==> config.mk <==
export PLATFORM = sky130hd
export DESIGN_NAME = idex_hazard_ctrl_flat
export DESIGN_NICKNAME = d
export VERILOG_FILES = /design/src/rtl/idex_hazard_ctrl_if.sv /design/src/rtl/idex_hazard_ctrl.sv /design/src/flat_wrapper.sv
export SDC_FILE = /design/constraint.sdc
export NUM_CORES = 1
export LEC_CHECK = 0
export ABC_AREA = 1
export BUFFER_PORTS_ARGS = -buffer_cell sky130_fd_sc_hd__buf_4
export CORE_UTILIZATION = 55
export CTS_CLUSTER_SIZE = 16
export DETAILED_ROUTE_END_ITERATION = 8
export PLACE_DENSITY = 0.83
export RECOVER_POWER = 100
export REMOVE_ABC_BUFFERS = 1
export SLEW_MARGIN = 20
export SYNTH_ARGS = -nofsm -noshare
export SYNTH_HDL_FRONTEND = slang
export SYNTH_SLANG_ARGS = --single-unit
==> constraint.sdc <==
create_clock -name clk -period 3.8 [get_ports clk]
set_input_delay 0.76 -clock clk [delete_from_list [all_inputs] [get_ports clk]]
set_output_delay 0.76 -clock clk [all_outputs]
set_load 0.01 [all_outputs]
==> src/rtl/idex_hazard_ctrl_if.sv <==
// Hazard-controller bundle: decode/EX/MEM/CP0 status in, pipeline controls out.
// master = pipeline side, slave = hazard controller.
interface idex_hazard_ctrl_if;
    logic [4:0]  id_rs_addr;
    logic [4:0]  id_rt_addr;
    logic        id_rs_used;
    logic        id_rt_used;
    logic        ex_regwr;
    logic        ex_memtoreg;
    logic [4:0]  ex_regdst_addr;
    logic        id_mdu_start;
    logic        id_mdu_use;
    logic        dmem_busy;
    logic        exc_req;
    logic        pc_stall;
    logic        ifid_stall;
    logic        pa_idexmemwr;
    logic        wash_ifid;
    logic        wash_idex;
    logic        exc_taken;
    logic        mdu_busy;
    logic [31:0] stall_cycles;

    modport master (
        output id_rs_addr, id_rt_addr,
        output id_rs_used, id_rt_used,
        output ex_regwr, ex_memtoreg,
        output ex_regdst_addr,
        output id_mdu_start, id_mdu_use,
        output dmem_busy, exc_req,
        input  pc_stall, ifid_stall,
        input  pa_idexmemwr,
        input  wash_ifid, wash_idex,
        input  exc_taken, mdu_busy,
        input  stall_cycles
    );

    modport slave (
        input  id_rs_addr, id_rt_addr,
        input  id_rs_used, id_rt_used,
        input  ex_regwr, ex_memtoreg,
        input  ex_regdst_addr,
        input  id_mdu_start, id_mdu_use,
        input  dmem_busy, exc_req,
        output pc_stall, ifid_stall,
        output pa_idexmemwr,
        output wash_ifid, wash_idex,
        output exc_taken, mdu_busy,
        output stall_cycles
    );
endinterface

==> src/rtl/idex_hazard_ctrl.sv <==
// ID/EX hazard and sequencing controller: load-use, MDU busy,
// data-memory wait and exception flush.
module idex_hazard_ctrl #(
    parameter int MDU_LAT   = 32,
    parameter int EXC_FLUSH = 2
) (
    input logic clk,
    input logic reset,
    idex_hazard_ctrl_if.slave hz
);

    typedef enum logic {RUN, EXC} state_t;

    localparam logic [5:0] MDU_LOAD   = 6'(MDU_LAT);
    localparam logic [1:0] FLUSH_LOAD = 2'(EXC_FLUSH - 1);

    state_t      state_q, state_d;
    logic [5:0]  mdu_cnt_q, mdu_cnt_d;
    logic        exc_pend_q, exc_pend_d;
    logic [1:0]  flush_cnt_q, flush_cnt_d;
    logic [31:0] stall_q;

    logic hit_rs, hit_rt;
    logic load_use, mdu_haz;
    logic exc_take, mdu_enter;

    logic pc_stall_c, ifid_stall_c, pa_c;
    logic wash_ifid_c, wash_idex_c, exc_taken_c;

    assign hit_rs = hz.id_rs_used
                  & (hz.id_rs_addr == hz.ex_regdst_addr);
    assign hit_rt = hz.id_rt_used
                  & (hz.id_rt_addr == hz.ex_regdst_addr);

    assign load_use = hz.ex_memtoreg & hz.ex_regwr
                    & (hz.ex_regdst_addr != 5'd0)
                    & (hit_rs | hit_rt);

    assign mdu_haz = hz.id_mdu_use & (mdu_cnt_q != 6'd0);

    assign exc_take = (hz.exc_req | exc_pend_q)
                    & ~hz.dmem_busy
                    & (state_q == RUN);

    always_comb begin
        pc_stall_c   = 1'b0;
        ifid_stall_c = 1'b0;
        pa_c         = 1'b0;
        wash_ifid_c  = 1'b0;
        wash_idex_c  = 1'b0;
        exc_taken_c  = 1'b0;
        if (reset) begin
            pc_stall_c = 1'b0;
        end else if (hz.dmem_busy) begin
            pc_stall_c   = 1'b1;
            ifid_stall_c = 1'b1;
            pa_c         = 1'b1;
        end else if (exc_take) begin
            exc_taken_c = 1'b1;
            wash_ifid_c = 1'b1;
            wash_idex_c = 1'b1;
        end else if (state_q == EXC) begin
            wash_ifid_c = 1'b1;
        end else if (mdu_haz | load_use) begin
            // one bubble per cycle even when both hazards coincide
            pc_stall_c   = 1'b1;
            ifid_stall_c = 1'b1;
            wash_idex_c  = 1'b1;
        end
    end

    always_comb begin
        state_d     = state_q;
        flush_cnt_d = flush_cnt_q;
        unique case (state_q)
            RUN: begin
                if (exc_take) begin
                    state_d     = EXC;
                    flush_cnt_d = FLUSH_LOAD;
                end
            end
            EXC: begin
                if (!hz.dmem_busy) begin
                    if (flush_cnt_q == 2'd0)
                        state_d = RUN;
                    else
                        flush_cnt_d = flush_cnt_q - 2'd1;
                end
            end
            default: state_d = RUN;
        endcase
    end

    // requests arriving during EXC are not latched
    always_comb begin
        exc_pend_d = exc_pend_q;
        if (exc_take)
            exc_pend_d = 1'b0;
        else if (hz.exc_req & hz.dmem_busy & (state_q == RUN))
            exc_pend_d = 1'b1;
    end

    assign mdu_enter = hz.id_mdu_start & ~pa_c & ~wash_idex_c;

    always_comb begin
        mdu_cnt_d = mdu_cnt_q;
        if (mdu_enter)
            mdu_cnt_d = MDU_LOAD;
        else if (mdu_cnt_q != 6'd0)
            mdu_cnt_d = mdu_cnt_q - 6'd1;
    end

    always_ff @(posedge clk or posedge reset) begin
        if (reset) begin
            state_q     <= RUN;
            mdu_cnt_q   <= 6'd0;
            exc_pend_q  <= 1'b0;
            flush_cnt_q <= 2'd0;
            stall_q     <= 32'd0;
        end else begin
            state_q     <= state_d;
            mdu_cnt_q   <= mdu_cnt_d;
            exc_pend_q  <= exc_pend_d;
            flush_cnt_q <= flush_cnt_d;
            stall_q     <= stall_q + 32'(pc_stall_c);
        end
    end

    assign hz.pc_stall     = pc_stall_c;
    assign hz.ifid_stall   = ifid_stall_c;
    assign hz.pa_idexmemwr = pa_c;
    assign hz.wash_ifid    = wash_ifid_c;
    assign hz.wash_idex    = wash_idex_c;
    assign hz.exc_taken    = exc_taken_c;
    assign hz.mdu_busy     = (mdu_cnt_q != 6'd0);
    assign hz.stall_cycles = stall_q;

endmodule

==> src/flat_wrapper.sv <==
// flat-port wrapper written by rule: the top's interface ports become plain ports
module idex_hazard_ctrl_flat 
#(
    parameter int MDU_LAT   = 32,
    parameter int EXC_FLUSH = 2
)
  (clk, reset, hz_id_rs_addr, hz_id_rt_addr, hz_id_rs_used, hz_id_rt_used, hz_ex_regwr, hz_ex_memtoreg, hz_ex_regdst_addr, hz_id_mdu_start, hz_id_mdu_use, hz_dmem_busy, hz_exc_req, hz_pc_stall, hz_ifid_stall, hz_pa_idexmemwr, hz_wash_ifid, hz_wash_idex, hz_exc_taken, hz_mdu_busy, hz_stall_cycles);
  idex_hazard_ctrl_if hz_i ();
  input logic clk;
  input logic reset;
  input wire logic [$bits(hz_i.id_rs_addr)-1:0] hz_id_rs_addr;
  input wire logic [$bits(hz_i.id_rt_addr)-1:0] hz_id_rt_addr;
  input wire logic [$bits(hz_i.id_rs_used)-1:0] hz_id_rs_used;
  input wire logic [$bits(hz_i.id_rt_used)-1:0] hz_id_rt_used;
  input wire logic [$bits(hz_i.ex_regwr)-1:0] hz_ex_regwr;
  input wire logic [$bits(hz_i.ex_memtoreg)-1:0] hz_ex_memtoreg;
  input wire logic [$bits(hz_i.ex_regdst_addr)-1:0] hz_ex_regdst_addr;
  input wire logic [$bits(hz_i.id_mdu_start)-1:0] hz_id_mdu_start;
  input wire logic [$bits(hz_i.id_mdu_use)-1:0] hz_id_mdu_use;
  input wire logic [$bits(hz_i.dmem_busy)-1:0] hz_dmem_busy;
  input wire logic [$bits(hz_i.exc_req)-1:0] hz_exc_req;
  output wire logic [$bits(hz_i.pc_stall)-1:0] hz_pc_stall;
  output wire logic [$bits(hz_i.ifid_stall)-1:0] hz_ifid_stall;
  output wire logic [$bits(hz_i.pa_idexmemwr)-1:0] hz_pa_idexmemwr;
  output wire logic [$bits(hz_i.wash_ifid)-1:0] hz_wash_ifid;
  output wire logic [$bits(hz_i.wash_idex)-1:0] hz_wash_idex;
  output wire logic [$bits(hz_i.exc_taken)-1:0] hz_exc_taken;
  output wire logic [$bits(hz_i.mdu_busy)-1:0] hz_mdu_busy;
  output wire logic [$bits(hz_i.stall_cycles)-1:0] hz_stall_cycles;
  assign hz_i.id_rs_addr = hz_id_rs_addr;
  assign hz_i.id_rt_addr = hz_id_rt_addr;
  assign hz_i.id_rs_used = hz_id_rs_used;
  assign hz_i.id_rt_used = hz_id_rt_used;
  assign hz_i.ex_regwr = hz_ex_regwr;
  assign hz_i.ex_memtoreg = hz_ex_memtoreg;
  assign hz_i.ex_regdst_addr = hz_ex_regdst_addr;
  assign hz_i.id_mdu_start = hz_id_mdu_start;
  assign hz_i.id_mdu_use = hz_id_mdu_use;
  assign hz_i.dmem_busy = hz_dmem_busy;
  assign hz_i.exc_req = hz_exc_req;
  assign hz_pc_stall = hz_i.pc_stall;
  assign hz_ifid_stall = hz_i.ifid_stall;
  assign hz_pa_idexmemwr = hz_i.pa_idexmemwr;
  assign hz_wash_ifid = hz_i.wash_ifid;
  assign hz_wash_idex = hz_i.wash_idex;
  assign hz_exc_taken = hz_i.exc_taken;
  assign hz_mdu_busy = hz_i.mdu_busy;
  assign hz_stall_cycles = hz_i.stall_cycles;
  idex_hazard_ctrl #(.MDU_LAT(MDU_LAT), .EXC_FLUSH(EXC_FLUSH)) u_core (.clk(clk), .reset(reset), .hz(hz_i));
endmodule
==> results.toml <==
[clock_tree]
cts_tree = "done"
postCtsHoldBufs = 0
clk_pin_slew_worst_paths_ns = 0.08
post-cts-setup-buffers = 0
h-tree-depth = 2
clk_latency_ns = 0.29
post_cts_resized = 0
cts_sinks = 42
cts_buffer_depth = 2
cts-buffers-inserted = 5
root_buffer = "clkbuf_8"

[timing]
maxSlewHeadroom_pct = -45.9
setup_tns_ns = 0
fin_crit_sh_pct = 82.2
fmax_mhz = 320
setup_violations = 0
rsz0062_at_grt = "no"
clock_skew_ns = 0.00569
tightest_slew_ns = 2.19
slew_viol_final = 43
min_period_ns = 3.12
finalWorstSetupSlack_ns = 0.676
hold_ws_ns = 0.482
hold_viol_final = 0

[synth]
syn_area_per_cell_um2 = 7.84
netlist_top_cells_count = "74 x nand2_1, 44 x inv_1, 42 x dfrtp_1, 35 x nor2_1, 21 x xor2_1"
synth_top_area_cell = "dfrtp_1"
yosys_most_used_dff = "dfrtp_1"
synth-simple-area-share_pct = 30.5
yosysMostFrequentCell = "nand2_1"
synth-edff-count = 0
yosys_warnings = 0
synth_area_mm2 = 0.00241
synth.area.mux_share_pct = 0
yosysTopAreaCellShare_pct = 43.7
synthTopCellsByArea = "dfrtp_1 44%, nand2_1 12%, xor2_1 7.6%, inv_1 6.9%, nor2_1 5.5%"
synthAdderAreaFrac_pct = 2.60
yosysSeqAreaShare_pct = 43.7
synth-async-reset-ratio_pct = 100
netlist_instances = 307
synth_top_family_by_area = "simple AND/OR/NAND/NOR gates"
synth_compound_area_share_pct = 3.59
synth_xor_area_share_pct = 12.0
synth_cell_types = 25
synth-seq-cells = 42

[min_path]
hold_path_class = "flop to flop"
hp-start = "u_core.hz.stall_cycles[31]"
whs_path_depth = 1

[final_layout]
layout.area.seq_mm2 = 0.00105
fill_cells = 405
drive_gt1_share_pct = 8.49
syn2layout_area_growth_pct = 18.1
multiInputGateArea_mm2 = 0.00114
finalNetCount = 406
antenna_cells = 0

[detailed_routing]
drc = 0
drt_pre_antenna_iters = 4
routedWlPerCell_um = 13.1
drtAntennaViolNets = 0
vias = 2244
viasPerCell = 5.26
drt_wl_total_um = 5590
drt-initial-drc-count = 111

[grt]
grt_overflow_total = 0
grt_pass1_wl_um = 9050
grt_pass1_vias = 2101
grt_max_degree = 43
grt_usage_pct = 26.3
antenna_found_initial = 0

[die]
fp-row-count = 23
dieArea_mm2 = 0.00464
core-area_mm2 = 0.00409
die_x_um = 68.1
ios = 64
dieHeight_um = 68.1
initial_core_util_pct = 58.9

[placed_design]
pre_cts_slack_ns = 0.585
dpl.hpwl_um = 4380
gp_congestion = 0.921
numPortBuffers = 63

[setup_path]
reg2reg_depth = 14
start_kind = "flop"
crit_arrival_ns = 3.31
cp_data_required_time_ns = 3.98
crit_fanout = 9
endpoint_kind = "flop"
critPathLaunch = "u_core.mdu_cnt_q[1]"
crit_type = "flop to flop"
reg2reg_from = "u_core.mdu_cnt_q[1]"

[pwr]
cellPowerDensity_mw_per_mm2 = 441
peakVddDrop_mv = 0.367
leakage_nw = 1.45

[outcome]
violations = "max-capacitance violations, max-slew violations"
status = "finished with violations"

[run]
drv_cap = 1
==> worst max-delay path: stages, from the launching register on <==
cell and delay [ns]:
dfrtp_1 0.37, inv_1 0.07, ha_1 0.18, nand4_1 0.27
nand2_1 0.13, nand2_1 0.09, nand3_1 0.06, o21ai_0 0.17
ha_1 0.25, nand3_1 0.27, nor3_1 0.46, inv_1 0.12
nor2_1 0.24, nand4_1 0.17, xnor2_1 0.15
==> report_power, final <==
group / leakage [nW] / internal, mW / switching [mW] / total (mW)
clock network: 0.0472 / 0.146 / 0.150 / 0.296
logic: 0.860 / 0.146 / 0.220 / 0.367
registers: 0.548 / 0.526 / 0.0645 / 0.591
total: 1.45 / 0.819 / 0.435 / 1.25
==> stage by stage <==
step	power (mW)	utilization [%]	cell area, µm²	instances
global route	1.34	69.5	2840	427
CTS	1.31	74.1	3030	427
detailed placement	1.01	71.8	2930	419
finish	1.25	69.5	2840	427
global placement	0.994	71.8	2930	419
floorplan	0.858	-	2390	305
==> per-layer routing <==
| layer | vias to the layer above | track usage (%) | part of all wire, % |
|---|---|---|---|
| met5 | - | 0 | 0 |
| met3 | 10 | 5.50 | 6.1 |
| li1 | 1115 | - | - |
| met1 | 1050 | 32.1 | 44 |
| met4 | 0 | 8.33 | 1.6 |
| met2 | 69 | 46.1 | 49 |
==> layout make-up <==
| type | instances | share of cell area, % |
|---|---|---|
| clock buffers | 6 | 2.91 |
| clock inverters | 2 | 0.440 |
| inverters | 45 | 5.94 |
| multi-input cells | 218 | 40.2 |
| flip-flops and latches | 42 | 37.0 |
| well taps | 50 | 2.20 |
| repair buffers | 64 | 11.4 |
==> placed cells by master (no fill, tap or decap) <==
master / synthesis / layout
nand2_1: 74 / 74
inv_1: 44 / 44
clkbuf_1: 0 / 42
dfrtp_1: 42 / 42
nor2_1: 35 / 35
xor2_1: 21 / 21
buf_4: 2 / 21
nand3_1: 18 / 20
nor3_1: 14 / 15
xnor2_1: 12 / 12
nand4_1: 10 / 11
a21oi_1: 8 / 8
o21ai_0: 7 / 8
clkbuf_8: 0 / 6
ha_1: 5 / 5
nor4_1: 3 / 4
or2_1: 1 / 1
or2_2: 1 / 1
clkinv_1: 0 / 1
or2_0: 0 / 1
nor2_2: 1 / 1
o22ai_1: 1 / 1
clkinvlp_4: 0 / 1
clkinv_2: 0 / 1
clkbuf_4: 0 / 1
==> sequential cells by signal (all words and copies together), names as in the netlist <==
name / cells
u_core.flush_cnt_q: 2
u_core.state_q: 1
u_core.exc_pend_q: 1
u_core.hz.stall_cycles: 32
u_core.mdu_cnt_q: 6
==> path summary, 6_finish.rpt <==
kind | end | slack, ns
min | u_core.hz.stall_cycles[31] | 0.48
max reg2reg | u_core.hz.stall_cycles[25] | 0.68
max in group asynchronous | u_core.hz.stall_cycles[10] | 1.20
min reg2reg | u_core.hz.stall_cycles[31] | 0.48
min in group asynchronous | u_core.hz.stall_cycles[11] | 1.36
max | u_core.hz.stall_cycles[25] | 0.68
==> logic make-up (layout without fill, tap and decap cells) <==
group | count (synthesis) | in the layout
AO/OA/AOI/OAI | 17 | 17
AND/OR/NAND/NOR | 163 | 163
flip-flops | 42 | 42
adder cells (fa/ha/maj) | 5 | 5
XOR/XNOR | 33 | 33
buffers and inverters | 47 | 117
Note: power is estimated with default switching activity, not from simulation.
